===== config.mk =====
export PLATFORM = sky130hd
export DESIGN_NAME = freq_meter_gated
export DESIGN_NICKNAME = d
export VERILOG_FILES = /design/src/rtl/freq_meter_gated.sv
export SDC_FILE = /design/constraint.sdc
export NUM_CORES = 1
export LEC_CHECK = 0
export CAP_MARGIN = 20
export CORE_AREA = 2 2 116 118
export CTS_CLUSTER_SIZE = 25
export DETAILED_ROUTE_END_ITERATION = 12
export DIE_AREA = 0 0 118 120
export GPL_TIMING_DRIVEN = 0
export PLACE_DENSITY_LB_ADDON = 0.05
export SETUP_SLACK_MARGIN = 0.02
export SYNTH_ARGS = -nofsm -noshare
export SYNTH_HDL_FRONTEND = slang
export SYNTH_SLANG_ARGS = --single-unit

===== constraint.sdc =====
create_clock -name clk -period 10.5 [get_ports clk]
set_input_delay 1.05 -clock clk [delete_from_list [all_inputs] [get_ports clk]]
set_output_delay 1.05 -clock clk [all_outputs]
set_load 0.1 [all_outputs]

===== src/rtl/freq_meter_gated.sv =====
// Multi-channel gated frequency counter.
// Each channel's asynchronous input is synchronised and edge-detected. Rising
// edges are counted over a programmable window of clk cycles. At the end of
// each window the per-channel counts, the saturation flags and the window
// length are published together with a one-cycle valid strobe.
module freq_meter_gated #(
  parameter int N_CH   = 2,
  parameter int CNT_W  = 16,
  parameter int GATE_W = 16
) (
  input  logic                   clk,
  input  logic                   rst,
  input  logic [N_CH-1:0]        sig,
  input  logic [GATE_W-1:0]      gate_len,
  input  logic                   start,
  input  logic                   continuous,
  output logic                   busy,
  output logic                   result_valid,
  output logic [N_CH*CNT_W-1:0]  result,
  output logic [N_CH-1:0]        overflow,
  output logic [GATE_W-1:0]      gate_used
);

  typedef enum logic [1:0] {IDLE, ARM, GATE} state_t;

  localparam logic [CNT_W-1:0]  CNT_ONE  = {{(CNT_W-1){1'b0}}, 1'b1};
  localparam logic [GATE_W-1:0] GATE_ONE = {{(GATE_W-1){1'b0}}, 1'b1};

  state_t                  state_q, state_d;
  logic [N_CH-1:0]         sync1_q, sync2_q, dly_q;
  logic [N_CH-1:0]         edge_pulse;
  logic [N_CH*CNT_W-1:0]   cnt_q, cnt_d, cnt_nxt;
  logic [N_CH-1:0]         ovf_pend_q, ovf_pend_d, ovf_pend_nxt;
  logic [GATE_W-1:0]       gate_reg_q, gate_reg_d;
  logic [GATE_W-1:0]       gate_cnt_q, gate_cnt_d;
  logic                    cont_q, cont_d;
  logic [N_CH*CNT_W-1:0]   result_q, result_d;
  logic [N_CH-1:0]         overflow_q, overflow_d;
  logic [GATE_W-1:0]       gate_used_q, gate_used_d;
  logic                    valid_q, valid_d;
  logic                    busy_q, busy_d;

  // The delay flop sits behind the synchroniser, so a held-high level yields
  // exactly one pulse per rising edge.
  assign edge_pulse = sync2_q & ~dly_q;

  // Per-channel saturating increment, including this cycle's pulse.
  always_comb begin
    // NOTE: every combinationally assigned signal gets a default first so no
    // path through the block leaves it unassigned (which would infer a latch).
    cnt_nxt      = cnt_q;
    ovf_pend_nxt = ovf_pend_q;
    for (int k = 0; k < N_CH; k++) begin
      if (edge_pulse[k]) begin
        if (&cnt_q[k*CNT_W +: CNT_W]) begin
          ovf_pend_nxt[k] = 1'b1;
        end else begin
          cnt_nxt[k*CNT_W +: CNT_W] = cnt_q[k*CNT_W +: CNT_W] + CNT_ONE;
        end
      end
    end
  end

  // Next-state and datapath control for IDLE -> ARM -> GATE.
  always_comb begin
    state_d     = state_q;
    cnt_d       = cnt_q;
    ovf_pend_d  = ovf_pend_q;
    gate_reg_d  = gate_reg_q;
    gate_cnt_d  = gate_cnt_q;
    cont_d      = cont_q;
    result_d    = result_q;
    overflow_d  = overflow_q;
    gate_used_d = gate_used_q;
    valid_d     = 1'b0;

    case (state_q)
      IDLE: begin
        if (start) state_d = ARM;
      end
      ARM: begin
        // A zero-length gate would never terminate; run it as one cycle.
        gate_reg_d = (gate_len == '0) ? GATE_ONE : gate_len;
        cont_d     = continuous;
        cnt_d      = '0;
        ovf_pend_d = '0;
        gate_cnt_d = '0;
        state_d    = GATE;
      end
      GATE: begin
        cnt_d      = cnt_nxt;
        ovf_pend_d = ovf_pend_nxt;
        gate_cnt_d = gate_cnt_q + GATE_ONE;
        if (gate_cnt_q == gate_reg_q - GATE_ONE) begin
          result_d    = cnt_nxt;
          overflow_d  = ovf_pend_nxt;
          gate_used_d = gate_reg_q;
          valid_d     = 1'b1;
          state_d     = cont_q ? ARM : IDLE;
        end
      end
      default: state_d = IDLE;
    endcase

    // Registered busy tracks the state being entered.
    busy_d = (state_d != IDLE);
  end

  // State, synchroniser and datapath registers.
  always_ff @(posedge clk or posedge rst) begin
    if (rst) begin
      state_q     <= IDLE;
      sync1_q     <= '0;
      sync2_q     <= '0;
      dly_q       <= '0;
      cnt_q       <= '0;
      ovf_pend_q  <= '0;
      gate_reg_q  <= '0;
      gate_cnt_q  <= '0;
      cont_q      <= 1'b0;
      result_q    <= '0;
      overflow_q  <= '0;
      gate_used_q <= '0;
      valid_q     <= 1'b0;
      busy_q      <= 1'b0;
    end else begin
      // NOTE: non-blocking assignments so every flop samples pre-edge values;
      // this is what makes the synchroniser a real two-stage chain.
      state_q     <= state_d;
      sync1_q     <= sig;
      sync2_q     <= sync1_q;
      dly_q       <= sync2_q;
      cnt_q       <= cnt_d;
      ovf_pend_q  <= ovf_pend_d;
      gate_reg_q  <= gate_reg_d;
      gate_cnt_q  <= gate_cnt_d;
      cont_q      <= cont_d;
      result_q    <= result_d;
      overflow_q  <= overflow_d;
      gate_used_q <= gate_used_d;
      valid_q     <= valid_d;
      busy_q      <= busy_d;
    end
  end

  assign busy         = busy_q;
  assign result_valid = valid_q;
  assign result       = result_q;
  assign overflow     = overflow_q;
  assign gate_used    = gate_used_q;

endmodule


# After elaboration in Yosys (flattened, before gate mapping)
# Cells that the tools add are included.
[totals] word_cells=48 ff_bits=127 out_inout_bits=52 in_bits=22
[op_classes] n_mux=18 bitwise=2 n_eq_ne=3 n_reduce_logical=7 add_sub_neg=4
[ops] cell="$mux 16" count=5
[ops] cell="$pmux 32 s2" count=1
[ops] cell="$add 16x1->16 const B" count=3
[ops] cell="$pmux 16 s2" count=1
[ops] cell="$reduce_and 16->1" count=2
[ops] cell="$eq 16x16->1" count=1
[ops] cell="$logic_not 16->1" count=1
[ops] cell="$sub 16x1->16 const B" count=1
[ops] cell="$mux 1" count=7
[ops] cell="$pmux 2 s3" count=1
[ops] cell="$mux 2" count=2
[ops] cell="$pmux 2 s2" count=1
[ops] cell="$reduce_bool 2->1" count=2
[ops] cell="$and 2x2->2" count=1
[ops] cell="$eq 2x1->1 const B" count=1
[ops] cell="$eq 2x2->1 const B" count=1
[ops] cell="$logic_not 2->1" count=1
[ops] cell="$not 2->2" count=1
[ops] cell="$reduce_and 2->1" count=1

# Depth between registers and ports, before layout
[logic_depth] ltp_word=5 depth_mapped=10 depth_no_buf=9

# Worst setup path after synthesis
# Ideal clock, no wire load.
[synth_path] kind="flip-flop to flip-flop" startpoint="register gate_reg_q[0]" endpoint="register gate_used_q[10], in the netlist gate_used[10]" path_buffers=1 slack_ps=7906 t_required_ps=10375 period_less_slack_ps=2594 arrival_time_ps=2468 setup_ps=125 path_stages_with_launch=11 path_cell_list="dfrtp_1 > inv_1 > ha_1 > nor3b_4 > and3_1 > nor4b_2 > a31oi_2 > nor4_4 > nand2_4 > buf_12 > mux2_4"
[synth_via] elab_chain_len=3
[synth_lines] item="start, declared" line_no="34" text="logic [GATE_W-1:0] gate_reg_q, gate_reg_d;"
[synth_lines] item="start signal, assigned" line_no="135" text="gate_reg_q <= gate_reg_d;"
[synth_lines] item="$sub 16x1->16" line_no="94" text="if (gate_cnt_q == gate_reg_q - GATE_ONE) begin"
[synth_lines] item="$eq 16x16->1" line_no="94"
[synth_lines] item="$reduce_and 2->1 (no source line)"
[synth_lines] item="end signal, assigned" line_no="140" text="gate_used_q <= gate_used_d;"
[synth_lines] item="end, declared" line_no="39" text="logic [GATE_W-1:0] gate_used_q, gate_used_d;"
# No other way between the ends.
# A chain may end at the register's enable or synchronous reset.

# Worst setup path in the final report
[layout_path] startpoint="register gate_reg_q[0]" endpoint="register gate_used_q[11], in the netlist gate_used[11]"
# The elaborated chain is that of the path after synthesis.

==> flow_metrics.py <==
metrics = {
    "die": {
        "core_area_sq_um": 13000,
        "die_w_microns": 118,
        "die_area_sq_um": 14200,
        "rows": 42,
        "initial_core_util_pct": 53.2,
        "die-height_microns": 120,
        "num_io_pins": 74,
    },
    "worst_setup_path": {
        "rrSetupSlack_ps": 7430,
        "regToRegStartpoint": "gate_reg_q[0]",
        "start_kind": "flip-flop",
        "crit_type": "flip-flop to flip-flop",
        "endpoint_kind": "flip-flop",
        "worstRegToRegCells": 10,
        "worst_ep_arrival_time_ps": 3360,
        "timing.rr.end": "gate_used[11]",
        "cp.required_ps": 10800,
        "worst-path-max-fanout": 10,
    },
    "sta": {
        "fin_tns_setup_ps": 0,
        "hold_slack_ps": 351,
        "maxSlewViolCount": 0,
        "max_clock_freq_mhz": 326,
        "worst_pin_slew_ps": 972,
        "setup_ws_ps": 7430,
        "slew_headroom_pct": 35.0,
        "post-route-min-period_ps": 3070,
        "hold_violations": 0,
        "final.period_utilization_pct": 29.2,
        "setup_violations": 0,
        "fin_skew_ps": 3.88,
        "rsz0062_at_grt": "no",
    },
    "job": {
        "maxCapViolCount": 0,
    },
    "synth": {
        "netlist_instances": 630,
        "synth-seq-cells": 127,
        "synth_area_leaders": "dfrtp_1 (46%), mux2_4 (10%), xnor2_1 (3.9%)",
        "synthArstFlopShare_pct": 100,
        "synth_cell_type_count": 64,
        "synth_flop_cell": "dfrtp_1",
        "synth_top_cell_by_area": "dfrtp_1",
        "yosysTopAreaCellShare_pct": 46.0,
        "seq_area_frac_synth_pct": 46.0,
        "yosysWarnings": 0,
        "synth_edf_count": 0,
        "synth_most_common_cell": "dfrtp_1",
        "netlist_area_sq_um": 6900,
        "syn_area_per_cell_sq_um": 11.0,
        "syn_nets": 660,
        "synth_common_cells": "dfrtp_1 (127), nor2_1 (54), mux2_4 (47)",
    },
    "place": {
        "hpwlAfterDp_mm": 10.7,
        "io_buffers": 73,
        "place_congestion": 0.806,
        "dpl_worst_slack_ps": 7460,
        "placed_area_sq_um": 7890,
        "place_inst": 880,
    },
    "route": {
        "vias_per_cell": 5.58,
        "drt_iter0_markers": 368,
        "first_pass_iters": 5,
        "wl_per_cell_microns": 16.8,
        "drt_wl_total_mm": 15.4,
        "vias": 5091,
        "drcViolationCount": 0,
        "ant_nets": 0,
    },
    "clock_tree": {
        "cts-resized-gates": 0,
        "cts_sinks": 127,
        "hold_buffers": 0,
        "post-cts-setup-buffer-count": 0,
        "ctsRootBufferMaster": "clkbuf_16",
        "clkLatencyLatePin_ps": 420,
        "cts_buffer_depth": 2,
        "h-tree-depth": 4,
        "cts_buffers": 17,
        "cts_tree": "done",
        "clkTransAtPathRegs_ps": 50,
    },
    "final_layout": {
        "drive_above_1_share_pct": 15.8,
        "syn_to_final_growth_pct": 22.6,
        "final_nets": 753,
        "n_fill_cell": 1046,
        "multi_input_area_sq_um": 3410,
        "seq_area_sq_um": 3180,
        "finalNonFillerCells": 912,
        "post-route-util_pct": 65.2,
        "antenna_cells": 0,
        "final_cell_area_sq_um": 8460,
    },
    "hold_path": {
        "hold_class": "flip-flop to flip-flop",
        "hp-start": "sync1_q[0]",
        "hold_end": "sync2_q[0]",
        "hold_depth": 0,
    },
    "outcome": {
        "outcome": "finished, final reports clean",
    },
    "global_routing": {
        "grt_max_degree": 100,
        "grt_pass1_wl_mm": 25.5,
        "grt_pass1_vias": 5053,
        "antenna_found_initial": 0,
        "grt_usage_pct": 22.9,
        "overflow": 0,
    },
    "power_and_ir_drop": {
        "peakVddDrop_uv": 153,
        "powerDensity_nw_per_um2": 201,
        "p_total_mw": 1.70,
        "p_leak_nw": 3.76,
    },
}
[state kept, by name (all words and copies together), names as in the netlist]
register      cells
gate_reg_q       16
result_valid      1
gate_cnt_q       16
state_q           2
ovf_pend_q        2
overflow          2
result           32
cnt_q            32
busy              1
sync2_q           2
cont_q            1
sync1_q           2
dly_q             2
gate_used        16
[critical path, cell delays in order (launching register included)]
cell     delay, ps
dfrtp_1        470
inv_1          100
ha_1           190
nor3b_4        400
and3_1         260
nor4b_2        250
a31oi_2        120
nor4_4         420
nand2_4        220
buf_12         210
mux2_4         300
[layout by cell type (no fill, tap or decap), types with 3 or more instances in the layout]
cell | Yosys | final
xor2_1 | 17 | 17
nand3b_1 | 5 | 5
clkbuf_8 | 0 | 4
a41oi_1 | 3 | 3
nand4_1 | 19 | 19
o21ai_0 | 22 | 22
nor4_1 | 11 | 11
a31oi_1 | 3 | 3
o21a_1 | 3 | 3
and2_1 | 4 | 4
dfrtp_1 | 127 | 127
nand3_1 | 23 | 23
and3_1 | 10 | 10
mux2i_1 | 17 | 17
o22ai_1 | 3 | 3
buf_12 | 6 | 6
clkbuf_1 | 23 | 28
a22o_1 | 8 | 8
nand2b_1 | 9 | 9
or3_1 | 4 | 4
nand2_1 | 40 | 40
o2bb2ai_1 | 13 | 13
clkbuf_16 | 0 | 17
mux2_4 | 47 | 47
clkdlybuf4s50_1 | 0 | 73
nor3_1 | 11 | 11
xnor2_1 | 31 | 31
inv_1 | 24 | 23
mux2_2 | 16 | 16
clkinv_2 | 0 | 4
a21oi_1 | 24 | 24
ha_1 | 8 | 8
nor2_1 | 54 | 54
[area by class of cell]
cell class              instances  area share, %
clock buffers                  26           5.90
well taps                     176           2.60
multi-input cells             445           40.2
flip-flops and latches        127           37.5
inverters                      26           1.21
clock inverters                 6          0.946
repair buffers                 74           8.96
plain buffers                  32           2.60
[power by group]
group	switching [mW]	internal (mW)
Clock	0.203	0.373
Sequential	0.0750	0.538
Combinational	0.331	0.185
Total	0.609	1.10
[how the worst max path moves through the flow]
stage                       start            end  slack, ps
floorplan                     rst           busy       6070
global placement              rst           busy       4280
detailed placement  gate_reg_q[0]  gate_used[11]       7460
CTS                 gate_reg_q[0]  gate_used[11]       7450
global route        gate_reg_q[0]     result[21]       7290
finish              gate_reg_q[0]  gate_used[11]       7430
[layer usage]
metal / up-vias / GRT usage, % / share of wire (%)
li1: 2444 / - / -
met5: - / 0 / 0
met3: 24 / 4.28 / 3.9
met4: 0 / 8.58 / 1.8
met2: 135 / 35.0 / 45
met1: 2488 / 32.6 / 49
[cells by family (layout without fill, tap and decap cells)]
family	Yosys count	after routing	synth area share, %
AO/OA/AOI/OAI	98	98	9.77
XOR/XNOR	49	49	6.33
AND/OR/NAND/NOR	210	210	16.5
flip-flops	127	127	46.0
adder cells (fa/ha/maj)	8	8	1.45
multiplexers	80	80	15.3
buffers and inverters	58	164	4.60
Power figures use the tool's default switching activity.
